[src/rtl/alu_issue_if.sv]
// alu_issue_if: decode-side and execute-side handshake plus ALU operand bus of the issue stage
interface alu_issue_if;
    logic        in_valid;
    logic        in_ready;
    logic [31:0] instr;
    logic [31:0] pc;
    logic [31:0] rs1_data;
    logic [31:0] rs2_data;
    logic        flush;
    logic        out_valid;
    logic        out_ready;
    logic [31:0] inA;
    logic [31:0] inB;
    logic [3:0]  ALUCtrlOut;
    logic [31:0] imm_out;
    logic [31:0] pc_out;
    logic        is_branch;
    logic [2:0]  br_funct3;
    logic        illegal;
    modport master (
        output in_valid, instr, pc, rs1_data, rs2_data, flush, out_ready,
        input  in_ready, out_valid, inA, inB, ALUCtrlOut, imm_out, pc_out, is_branch, br_funct3, illegal
    );
    modport slave (
        input  in_valid, instr, pc, rs1_data, rs2_data, flush, out_ready,
        output in_ready, out_valid, inA, inB, ALUCtrlOut, imm_out, pc_out, is_branch, br_funct3, illegal
    );
endinterface

[src/rtl/alu_issue_stage.sv]
// alu_issue_stage: RV32I decode to ALU operands/opcode, registered into one handshaked pipeline slot
module alu_issue_stage (
    input logic       clk,
    input logic       rst_n,
    alu_issue_if.slave bus
);
    localparam logic [3:0] ADD = 4'd0, SUB = 4'd1, AND = 4'd2, OR = 4'd3, XOR = 4'd4,
                           SLL = 4'd5, SRL = 4'd6, SRA = 4'd7, SLT = 4'd8, SLTU = 4'd9;
    localparam logic [6:0] OP_R = 7'b0110011, OP_I = 7'b0010011, OP_LD = 7'b0000011,
                           OP_ST = 7'b0100011, OP_BR = 7'b1100011, OP_LUI = 7'b0110111,
                           OP_AUIPC = 7'b0010111, OP_JAL = 7'b1101111, OP_JALR = 7'b1100111;

    function automatic logic [3:0] alu_map(input logic [2:0] f3, input logic alt);
        case (f3)
            3'b000:  alu_map = alt ? SUB : ADD;
            3'b001:  alu_map = SLL;
            3'b010:  alu_map = SLT;
            3'b011:  alu_map = SLTU;
            3'b100:  alu_map = XOR;
            3'b101:  alu_map = alt ? SRA : SRL;
            3'b110:  alu_map = OR;
            default: alu_map = AND;
        endcase
    endfunction

    logic [31:0] ins;
    logic [6:0]  op, f7;
    logic [2:0]  f3;
    logic [31:0] imm_i, imm_s, imm_b, imm_u, imm_j;
    logic        load;
    logic [31:0] a_d, b_d, imm_d, a_q, b_q, imm_q, pc_q;
    logic [3:0]  alu_d, alu_q;
    logic        br_d, br_q, ill_d, ill_q, valid_q;
    logic [2:0]  f3_d, f3_q;

    assign ins   = bus.instr;
    assign op    = ins[6:0];
    assign f3    = ins[14:12];
    assign f7    = ins[31:25];
    assign imm_i = {{20{ins[31]}}, ins[31:20]};
    assign imm_s = {{20{ins[31]}}, ins[31:25], ins[11:7]};
    assign imm_b = {{20{ins[31]}}, ins[7], ins[30:25], ins[11:8], 1'b0};
    assign imm_u = {ins[31:12], 12'b0};
    assign imm_j = {{12{ins[31]}}, ins[19:12], ins[20], ins[30:21], 1'b0};

    assign bus.in_ready   = !valid_q || bus.out_ready;
    assign load           = bus.in_valid && bus.in_ready && !bus.flush;
    assign bus.out_valid  = valid_q;
    assign bus.inA        = a_q;
    assign bus.inB        = b_q;
    assign bus.ALUCtrlOut = alu_q;
    assign bus.imm_out    = imm_q;
    assign bus.pc_out     = pc_q;
    assign bus.is_branch  = br_q;
    assign bus.br_funct3  = f3_q;
    assign bus.illegal    = ill_q;

    // Decode the offered instruction into operands, ALU code and side-band fields
    always_comb begin
        a_d   = '0;
        b_d   = '0;
        imm_d = '0;
        alu_d = ADD;
        br_d  = 1'b0;
        f3_d  = 3'b0;
        ill_d = 1'b0;
        case (op)
            OP_R: begin
                a_d   = bus.rs1_data;
                b_d   = bus.rs2_data;
                alu_d = alu_map(f3, ins[30]);
                ill_d = !(f7 == 7'b0 || (f7 == 7'b0100000 && (f3 == 3'b000 || f3 == 3'b101)));
            end
            OP_I: begin
                a_d   = bus.rs1_data;
                b_d   = imm_i;
                imm_d = imm_i;
                alu_d = alu_map(f3, f3 == 3'b101 && ins[30]);
                ill_d = (f3 == 3'b001 && f7 != 7'b0) || (f3 == 3'b101 && {f7[6], f7[4:0]} != 6'b0);
            end
            OP_LD: begin
                a_d   = bus.rs1_data;
                b_d   = imm_i;
                imm_d = imm_i;
            end
            OP_ST: begin
                a_d   = bus.rs1_data;
                b_d   = imm_s;
                imm_d = imm_s;
            end
            OP_BR: begin
                a_d   = bus.rs1_data;
                b_d   = bus.rs2_data;
                imm_d = imm_b;
                br_d  = 1'b1;
                f3_d  = f3;
                alu_d = !f3[2] ? (f3[1] ? ADD : SUB) : (f3[1] ? SLTU : SLT);
                ill_d = f3[2:1] == 2'b01;
            end
            OP_LUI: begin
                b_d   = imm_u;
                imm_d = imm_u;
            end
            OP_AUIPC: begin
                a_d   = bus.pc;
                b_d   = imm_u;
                imm_d = imm_u;
            end
            OP_JAL: begin
                a_d   = bus.pc;
                b_d   = 32'd4;
                imm_d = imm_j;
            end
            OP_JALR: begin
                a_d   = bus.pc;
                b_d   = 32'd4;
                imm_d = imm_i;
                ill_d = f3 != 3'b000;
            end
            default: ill_d = 1'b1;
        endcase
    end

    // Slot register: flush beats load, load beats consume, otherwise hold
    always_ff @(posedge clk or negedge rst_n) begin
        if (!rst_n) begin
            valid_q <= 1'b0;
            a_q     <= '0;
            b_q     <= '0;
            imm_q   <= '0;
            pc_q    <= '0;
            alu_q   <= '0;
            br_q    <= 1'b0;
            f3_q    <= '0;
            ill_q   <= 1'b0;
        end else if (bus.flush) begin
            valid_q <= 1'b0;
        end else if (load) begin
            valid_q <= 1'b1;
            a_q     <= a_d;
            b_q     <= b_d;
            imm_q   <= imm_d;
            pc_q    <= bus.pc;
            alu_q   <= alu_d;
            br_q    <= br_d;
            f3_q    <= f3_d;
            ill_q   <= ill_d;
        end else if (bus.out_ready) begin
            valid_q <= 1'b0;
        end
    end
endmodule

[src/flat_wrapper.sv]
// flat-port wrapper written by rule: the top's interface ports become plain ports
module alu_issue_stage_flat 
  (clk, rst_n, bus_in_valid, bus_instr, bus_pc, bus_rs1_data, bus_rs2_data, bus_flush, bus_out_ready, bus_in_ready, bus_out_valid, bus_inA, bus_inB, bus_ALUCtrlOut, bus_imm_out, bus_pc_out, bus_is_branch, bus_br_funct3, bus_illegal);
  alu_issue_if bus_i ();
  input logic clk;
  input logic rst_n;
  input wire logic [$bits(bus_i.in_valid)-1:0] bus_in_valid;
  input wire logic [$bits(bus_i.instr)-1:0] bus_instr;
  input wire logic [$bits(bus_i.pc)-1:0] bus_pc;
  input wire logic [$bits(bus_i.rs1_data)-1:0] bus_rs1_data;
  input wire logic [$bits(bus_i.rs2_data)-1:0] bus_rs2_data;
  input wire logic [$bits(bus_i.flush)-1:0] bus_flush;
  input wire logic [$bits(bus_i.out_ready)-1:0] bus_out_ready;
  output wire logic [$bits(bus_i.in_ready)-1:0] bus_in_ready;
  output wire logic [$bits(bus_i.out_valid)-1:0] bus_out_valid;
  output wire logic [$bits(bus_i.inA)-1:0] bus_inA;
  output wire logic [$bits(bus_i.inB)-1:0] bus_inB;
  output wire logic [$bits(bus_i.ALUCtrlOut)-1:0] bus_ALUCtrlOut;
  output wire logic [$bits(bus_i.imm_out)-1:0] bus_imm_out;
  output wire logic [$bits(bus_i.pc_out)-1:0] bus_pc_out;
  output wire logic [$bits(bus_i.is_branch)-1:0] bus_is_branch;
  output wire logic [$bits(bus_i.br_funct3)-1:0] bus_br_funct3;
  output wire logic [$bits(bus_i.illegal)-1:0] bus_illegal;
  assign bus_i.in_valid = bus_in_valid;
  assign bus_i.instr = bus_instr;
  assign bus_i.pc = bus_pc;
  assign bus_i.rs1_data = bus_rs1_data;
  assign bus_i.rs2_data = bus_rs2_data;
  assign bus_i.flush = bus_flush;
  assign bus_i.out_ready = bus_out_ready;
  assign bus_in_ready = bus_i.in_ready;
  assign bus_out_valid = bus_i.out_valid;
  assign bus_inA = bus_i.inA;
  assign bus_inB = bus_i.inB;
  assign bus_ALUCtrlOut = bus_i.ALUCtrlOut;
  assign bus_imm_out = bus_i.imm_out;
  assign bus_pc_out = bus_i.pc_out;
  assign bus_is_branch = bus_i.is_branch;
  assign bus_br_funct3 = bus_i.br_funct3;
  assign bus_illegal = bus_i.illegal;
  alu_issue_stage u_core (.clk(clk), .rst_n(rst_n), .bus(bus_i));
endmodule
[config.mk]
export PLATFORM = sky130hd
export DESIGN_NAME = alu_issue_stage_flat
export DESIGN_NICKNAME = d
export VERILOG_FILES = /design/src/rtl/alu_issue_if.sv /design/src/rtl/alu_issue_stage.sv /design/src/flat_wrapper.sv
export SDC_FILE = /design/constraint.sdc
export NUM_CORES = 1
export LEC_CHECK = 0
export ABC_AREA = 1
export BUFFER_PORTS_ARGS = -buffer_cell sky130_fd_sc_hd__buf_4
export CAP_MARGIN = 20
export CORE_MARGIN = 2
export CORE_UTILIZATION = 48
export CTS_BUF_LIST = sky130_fd_sc_hd__clkbuf_16
export DETAILED_ROUTE_END_ITERATION = 10
export GPL_TIMING_DRIVEN = 0
export PLACE_DENSITY = 0.87
export SYNTH_ARGS = -nofsm -noshare
export SYNTH_HDL_FRONTEND = slang
export SYNTH_SLANG_ARGS = --single-unit
[constraint.sdc]
create_clock -name clk -period 3.2 [get_ports clk]
set_input_delay 0.32 -clock clk [delete_from_list [all_inputs] [get_ports clk]]
set_output_delay 0.32 -clock clk [all_outputs]
set_load 0.01 [all_outputs]
=== Word level (Yosys, flattened, before mapping) ===
Cells that the tools add are included.
Widths: inputs -> output; s select.

* Memories kept: 0
* Bits in latches: 0
* Memory bits (writable): 0
* ROM bits: 0
* Register bits: 138
* Input bits: 133

* $lt $le $gt $ge: 0
* Mux-type cells: 19
* Bitwise logic cells: 1
* Shift-type cells: 0
* Reduce and logical (&&, ||, !) cells: 28
* Eq/ne operators: 17
* Multipliers: 0
* Divide/modulo/power cells: 0
* $add $sub $neg: 0

{| class="wikitable"
|+ Operator list
! cell !! count
|-
| $pmux 32 s5 || 2
|-
| $pmux 32 s2 || 1
|-
| $pmux 4 s7 || 2
|-
| $eq 7x6->1 const B || 4
|-
| $eq 7x7->1 const B || 3
|-
| $eq 7x5->1 const B || 2
|-
| $pmux 4 s3 || 1
|-
| $mux 1 || 10
|-
| $reduce_or 5->1 || 2
|-
| $eq 3x3->1 const B || 3
|-
| $reduce_or 2->1 || 4
|-
| $eq 7x2->1 const B || 1
|-
| $logic_not 7->1 || 1
|-
| $reduce_bool 7->1 || 1
|-
| $eq 3x2->1 const B || 2
|-
| $logic_and 1x1->1 || 6
|-
| $reduce_bool 3->1 || 2
|-
| $reduce_bool 6->1 || 1
|-
| $reduce_or 3->1 || 2
|-
| $pmux 1 s5 || 1
|-
| $logic_or 1x1->1 || 4
|-
| $mux 4 || 1
|-
| $eq 3x1->1 const B || 1
|-
| $logic_not 1->1 || 3
|-
| 5 further kinds || 5
|}

=== Longest topological paths before layout ===
* Depth after elaboration: 6
* Depth in mapped cells: 11

=== Worst setup path before layout ===
OpenSTA, ideal clock, no wires.

* Path kind: reg-to-reg
* Start point: register u_core.valid_q, in the netlist u_core.bus.out_valid
* End point: register u_core.imm_q[20], in the netlist u_core.bus.imm_out[20]
* Cell stages (with the launch flop): 9
* Library setup time: 123 ps
* Slack: 1,723 ps
* Clock period less this slack: 1,477 ps
* Path buffers: 2
* Arrival time: 1,354 ps
* Data required time: 3,077 ps
* Cells stage by stage: dfrtp_1 > nand2_1 > nand2_1 > nor2_2 > inv_1 > buf_2 > clkbuf_1 > nand2_1 > nand2_1

* Longest elaborated chain between the ends: 5

{| class="wikitable"
|+ Ends and longest elaborated chain
! item !! RTL line !! source
|-
| from (decl) || alu_issue_stage.sv:33 || <nowiki>logic br_d, br_q, ill_d, ill_q, valid_q;</nowiki>
|-
| from (signal assigned) || alu_issue_stage.sv:127 || <nowiki>valid_q <= 1'b0;</nowiki>
|-
| from (signal assigned) || alu_issue_stage.sv:137 || <nowiki>valid_q <= 1'b0;</nowiki>
|-
| from (signal assigned) || alu_issue_stage.sv:139 || <nowiki>valid_q <= 1'b1;</nowiki>
|-
| $logic_not 1->1 || alu_issue_stage.sv:46 || <nowiki>assign bus.in_ready = !valid_q || bus.out_ready;</nowiki>
|-
| $logic_or 1x1->1 || alu_issue_stage.sv:46 ||
|-
| named net bus_in_ready || flat_wrapper.sv:14 || <nowiki>output wire logic [$bits(bus_i.in_ready)-1:0] bus_in_ready;</nowiki>
|-
| $logic_and 1x1->1 (2 in series) || alu_issue_stage.sv:47 || <nowiki>assign load = bus.in_valid && bus.in_ready && !bus.flush;</nowiki>
|-
| $reduce_and 2->1 (no source line) || n/a ||
|-
| to (signal assigned) || alu_issue_stage.sv:142 || <nowiki>imm_q <= imm_d;</nowiki>
|-
| to (decl) || alu_issue_stage.sv:31 || <nowiki>logic [31:0] a_d, b_d, imm_d, a_q, b_q, imm_q, pc_q;</nowiki>
|}

The timed path passes the listed nets, and every way through them passes these cells.
A chain may end at the register's enable or synchronous reset.

=== Final worst setup path ===
* Start point: register u_core.valid_q, in the netlist u_core.bus.out_valid
* End point: register u_core.a_q[29], in the netlist u_core.bus.inA[29]

* Longest elaborated chain between the ends: 5

{| class="wikitable"
|+ Ends and longest elaborated chain
! item !! RTL line !! source
|-
| $logic_not 1->1 || alu_issue_stage.sv:46 ||
|-
| $logic_or 1x1->1 || alu_issue_stage.sv:46 ||
|-
| $logic_and 1x1->1 (2 in series) || alu_issue_stage.sv:47 ||
|-
| $reduce_and 2->1 (no source line) || n/a ||
|-
| to (signal assigned) || alu_issue_stage.sv:128 || <nowiki>a_q <= '0;</nowiki>
|-
| to (signal assigned) || alu_issue_stage.sv:140 || <nowiki>a_q <= a_d;</nowiki>
|-
| to (decl) || alu_issue_stage.sv:31 ||
|}

Every way passes these cells.

==> summary.md <==
| Metric | Value |
|---|---|
| CP Launch Type | flip-flop |
| Share of power burned in registers | 42.6% |
| CP arrival | 2.29 ns |
| Final min period | 1.95 ns |
| Iter 0 DRT Violations | 625 |
| Number of top-level pins | 272 |
| Global-route wire length before repair | roughly 35,000 µm |
| Clock power share | 42.7% |
| Clock transition at path regs | roughly 0.060 ns |
| Combinational share of power | 14.7% |
| Pwr Density | 470 mW/mm² |
| Synth area leaders | dfrtp_1, nand2_1, nand3_1, o21ai_0, buf_2 |
| Seq cells post-synth | between 100 and 150 |
| GRT Overall Usage | 31.2% |
| Status | finished clean |
| PostCTS Resize Cnt | 0 |
| Total core area | 0.0137 mm² |
| Ys flop type | dfrtp_1 |
| Sequential share of the synthesized area | 51.8% |
| Vias in the first global route | about 7k |
| Layout area overhead | 42.8% |
| Routed vias | 7,265 |
| IO buf count | roughly 270 |
| Final-report max-slew violation count | 0 |
| Share of the synthesized area in the top cell type | 51.8% |
| Post-synth EDFFs | 0 |
| Max Cap Viol | 0 |
| Setup tns final | 0 ns |
| Total CTS buffers | 17 |
| Final wirelength | 23,300 µm |
| NetSw | 1250 µW |
| Crit Path Category | flip-flop to flip-flop |
| Leak Pwr | 0.00553 µW |
| Die H | 122 µm |
| GP Congestion | 0.914 |
| Net Count, Synth | 1,004 |
| Total power | 4480 µW |
| Req. time, crit path | between 3 and 4 ns |
| RSZ-0062 raised after global routing | false |
| Final core occ | 69.4% |
| Std cell rows | 43 |
| Final setup fails | 0 |
| ANT cells | 0 |
| Full die area | 0.0148 mm² |
| Non-Filler Instances | 1,353 |
| Worst-skew pair later-pin latency | 0.42 ns |
| Period utilization | 61.0% |
| Worst slew pin tran | about 0.58 ns |
| Fmax | between 0.5 and 0.6 GHz |
| Placed cell count | 1,320 |
| DP HPWL | around 17,000 µm |
| Vias per cell | 5.37 |
| Synth top cells by count | nand2_1, dfrtp_1, nand3_1, o21ai_0 |
| Worst path cell trace | nand2_1, nand2_1, nor2_2, buf_2, buf_2, nand3_1, nand3_1 |
| DIE WIDTH | 122 µm |
| Final net count | 1,294 |
| Critical Path Max Stage Delay | 0.39 ns |
| FFs w/ async S/R, synth | between 90% and 100% |
| Largest net degree at the start of global routing | 80 |
| Hold crit path type | input port to flip-flop |
| Total grt overflow | 0 |
| Synth area leader | dfrtp_1 |
| CP max FO | 10 |
| CTS max path bufs | 2 |
| CTS tree | built |
| Crit end category | flip-flop |
| Antenna viol nets, final | 0 |
| Synthesized area per cell | 7.66 µm² |
| Antenna violations before repair | 0 |
| Hold Fails Final Rpt | 0 |
| H-tree levels | 4 |
| Maximum VDD drop | ~0.28 mV |
| Pint | 3230 µW |
| Clock skew | 0.00903 ns |
| Slowest CP cell | nor2_2 |
| Starting density of the core | about 49% |
| Synth Cell Area | 0.00667 mm² |
| Sink Count | approximately 140 |
| Unique masters post-synth | 26 |
| Ys Warns | 0 |
| DRC | 0 |
| CTS root buf | clkbuf_16 |
| First-pass iteration count of the detailed router | 5 |
| Routed wire length per instance | about 17 µm |
| Share of layout cells above drive strength 1 | 31.4% |
| Most common cell in the netlist | nand2_1 |
| Post-Synthesis Cells | 870 |
| Switching Fraction | 27.9% |
| Slew HR | approximately three fifths |
layer usage:
metal  routed length (µm)  track usage, %  part of all wire [%]
met3                 2490            8.61                    11
met1                 8880            38.2                    38
met5                    0               0                     0
met4                  761            13.6                   3.3
met2                11200            51.9                    48
power by group through the flow:
stage / clock network (µW) / registers [µW] / logic, µW
2_1_floorplan: 0 / 1970 / 193
3_3_place_gp: 0 / 1930 / 639
3_5_place_dp: 0 / 1930 / 656
4_1_cts: 1920 / 1900 / 659
5_1_grt: 1990 / 1910 / 718
6_report: 1910 / 1910 / 659
sequential cells by signal (all words and copies together) (netlist names):
register / flops
u_core.bus.imm_out: 32
u_core.bus.br_funct3: 3
u_core.bus.is_branch: 1
u_core.bus.inA: 32
u_core.bus.illegal: 1
u_core.bus.ALUCtrlOut: 4
u_core.bus.inB: 32
u_core.bus.out_valid: 1
u_core.bus.pc_out: 32
cell type report:
cell class                 count  area, µm²
clock inverter                15        141
timing repair buffer         271       2060
fill                        1122       4200
tap                          180        225
multi-input combinational    652       2830
sequential                   138       3450
buffer                        50        274
clock buffer                  17        425
inverter                      30        113
per-stage QoR:
stage	instance area (µm²)	hold WS, ns	worst slack (ns)
finish	9520	0.0536	1.25
floorplan	6670	0.0244	1.72
detailed placement	8940	0.327	1.23
global route	9520	0.0653	1.08
CTS	9520	0.0472	1.27
global placement	8910	0.455	1.24
logic make-up after synthesis:
logic type	count (synthesis)	share of synthesized area, %
adder cells (fa/ha/maj)	1	0.188
AND/OR/NAND/NOR	594	37.5
buffers and inverters	80	5.80
flip-flops	138	51.8
AO/OA/AOI/OAI	57	4.66
repair_timing:
action                    in CTS  in global routing
hold endpoints to repair      59                  0
hold buffers                   1                  0
setup buffers                  0                  0
cells in the final DEF, fill, tap and decap left out, types with 2 or more instances in the layout:
master | netlist | layout
nand2_1 | 407 | 407
buf_4 | 7 | 275
dfrtp_1 | 138 | 138
nand3_1 | 132 | 132
o21ai_0 | 35 | 35
nor2_1 | 30 | 30
buf_2 | 30 | 30
inv_1 | 29 | 29
clkbuf_16 | 0 | 17
a21oi_1 | 16 | 16
clkbuf_1 | 9 | 9
nand3_2 | 8 | 8
nand2_2 | 7 | 7
nor2_2 | 5 | 5
clkinvlp_4 | 0 | 5
buf_6 | 3 | 4
inv_6 | 0 | 4
nor2_4 | 2 | 2
nand4_1 | 2 | 2
clkinv_2 | 0 | 2
clkinv_4 | 0 | 2
path summary, 6_finish.rpt:
path,start,endpoint,slack [ns],depth (start not counted)
max,u_core.bus.out_valid,u_core.bus.inA[29],1.25,7
min,bus_flush,u_core.bus.out_valid,0.05,2
max reg2reg,u_core.bus.out_valid,u_core.bus.inA[29],1.25,7
min reg2reg,u_core.bus.pc_out[19],u_core.bus.pc_out[19],0.47,2
max in group asynchronous,rst_n,u_core.bus.imm_out[28],1.98,3
min in group asynchronous,rst_n,u_core.bus.inB[10],0.43,2
critical path: cells and delay by family, from the launching register on:
| family | cells | cell delay (ns) |
|---|---|---|
| and+or+nand+nor | 5 | 0.82 |
| DFF | 1 | 0.38 |
| buffers and inverters | 2 | 0.67 |
No activity file was read; power rests on OpenSTA's default activity.
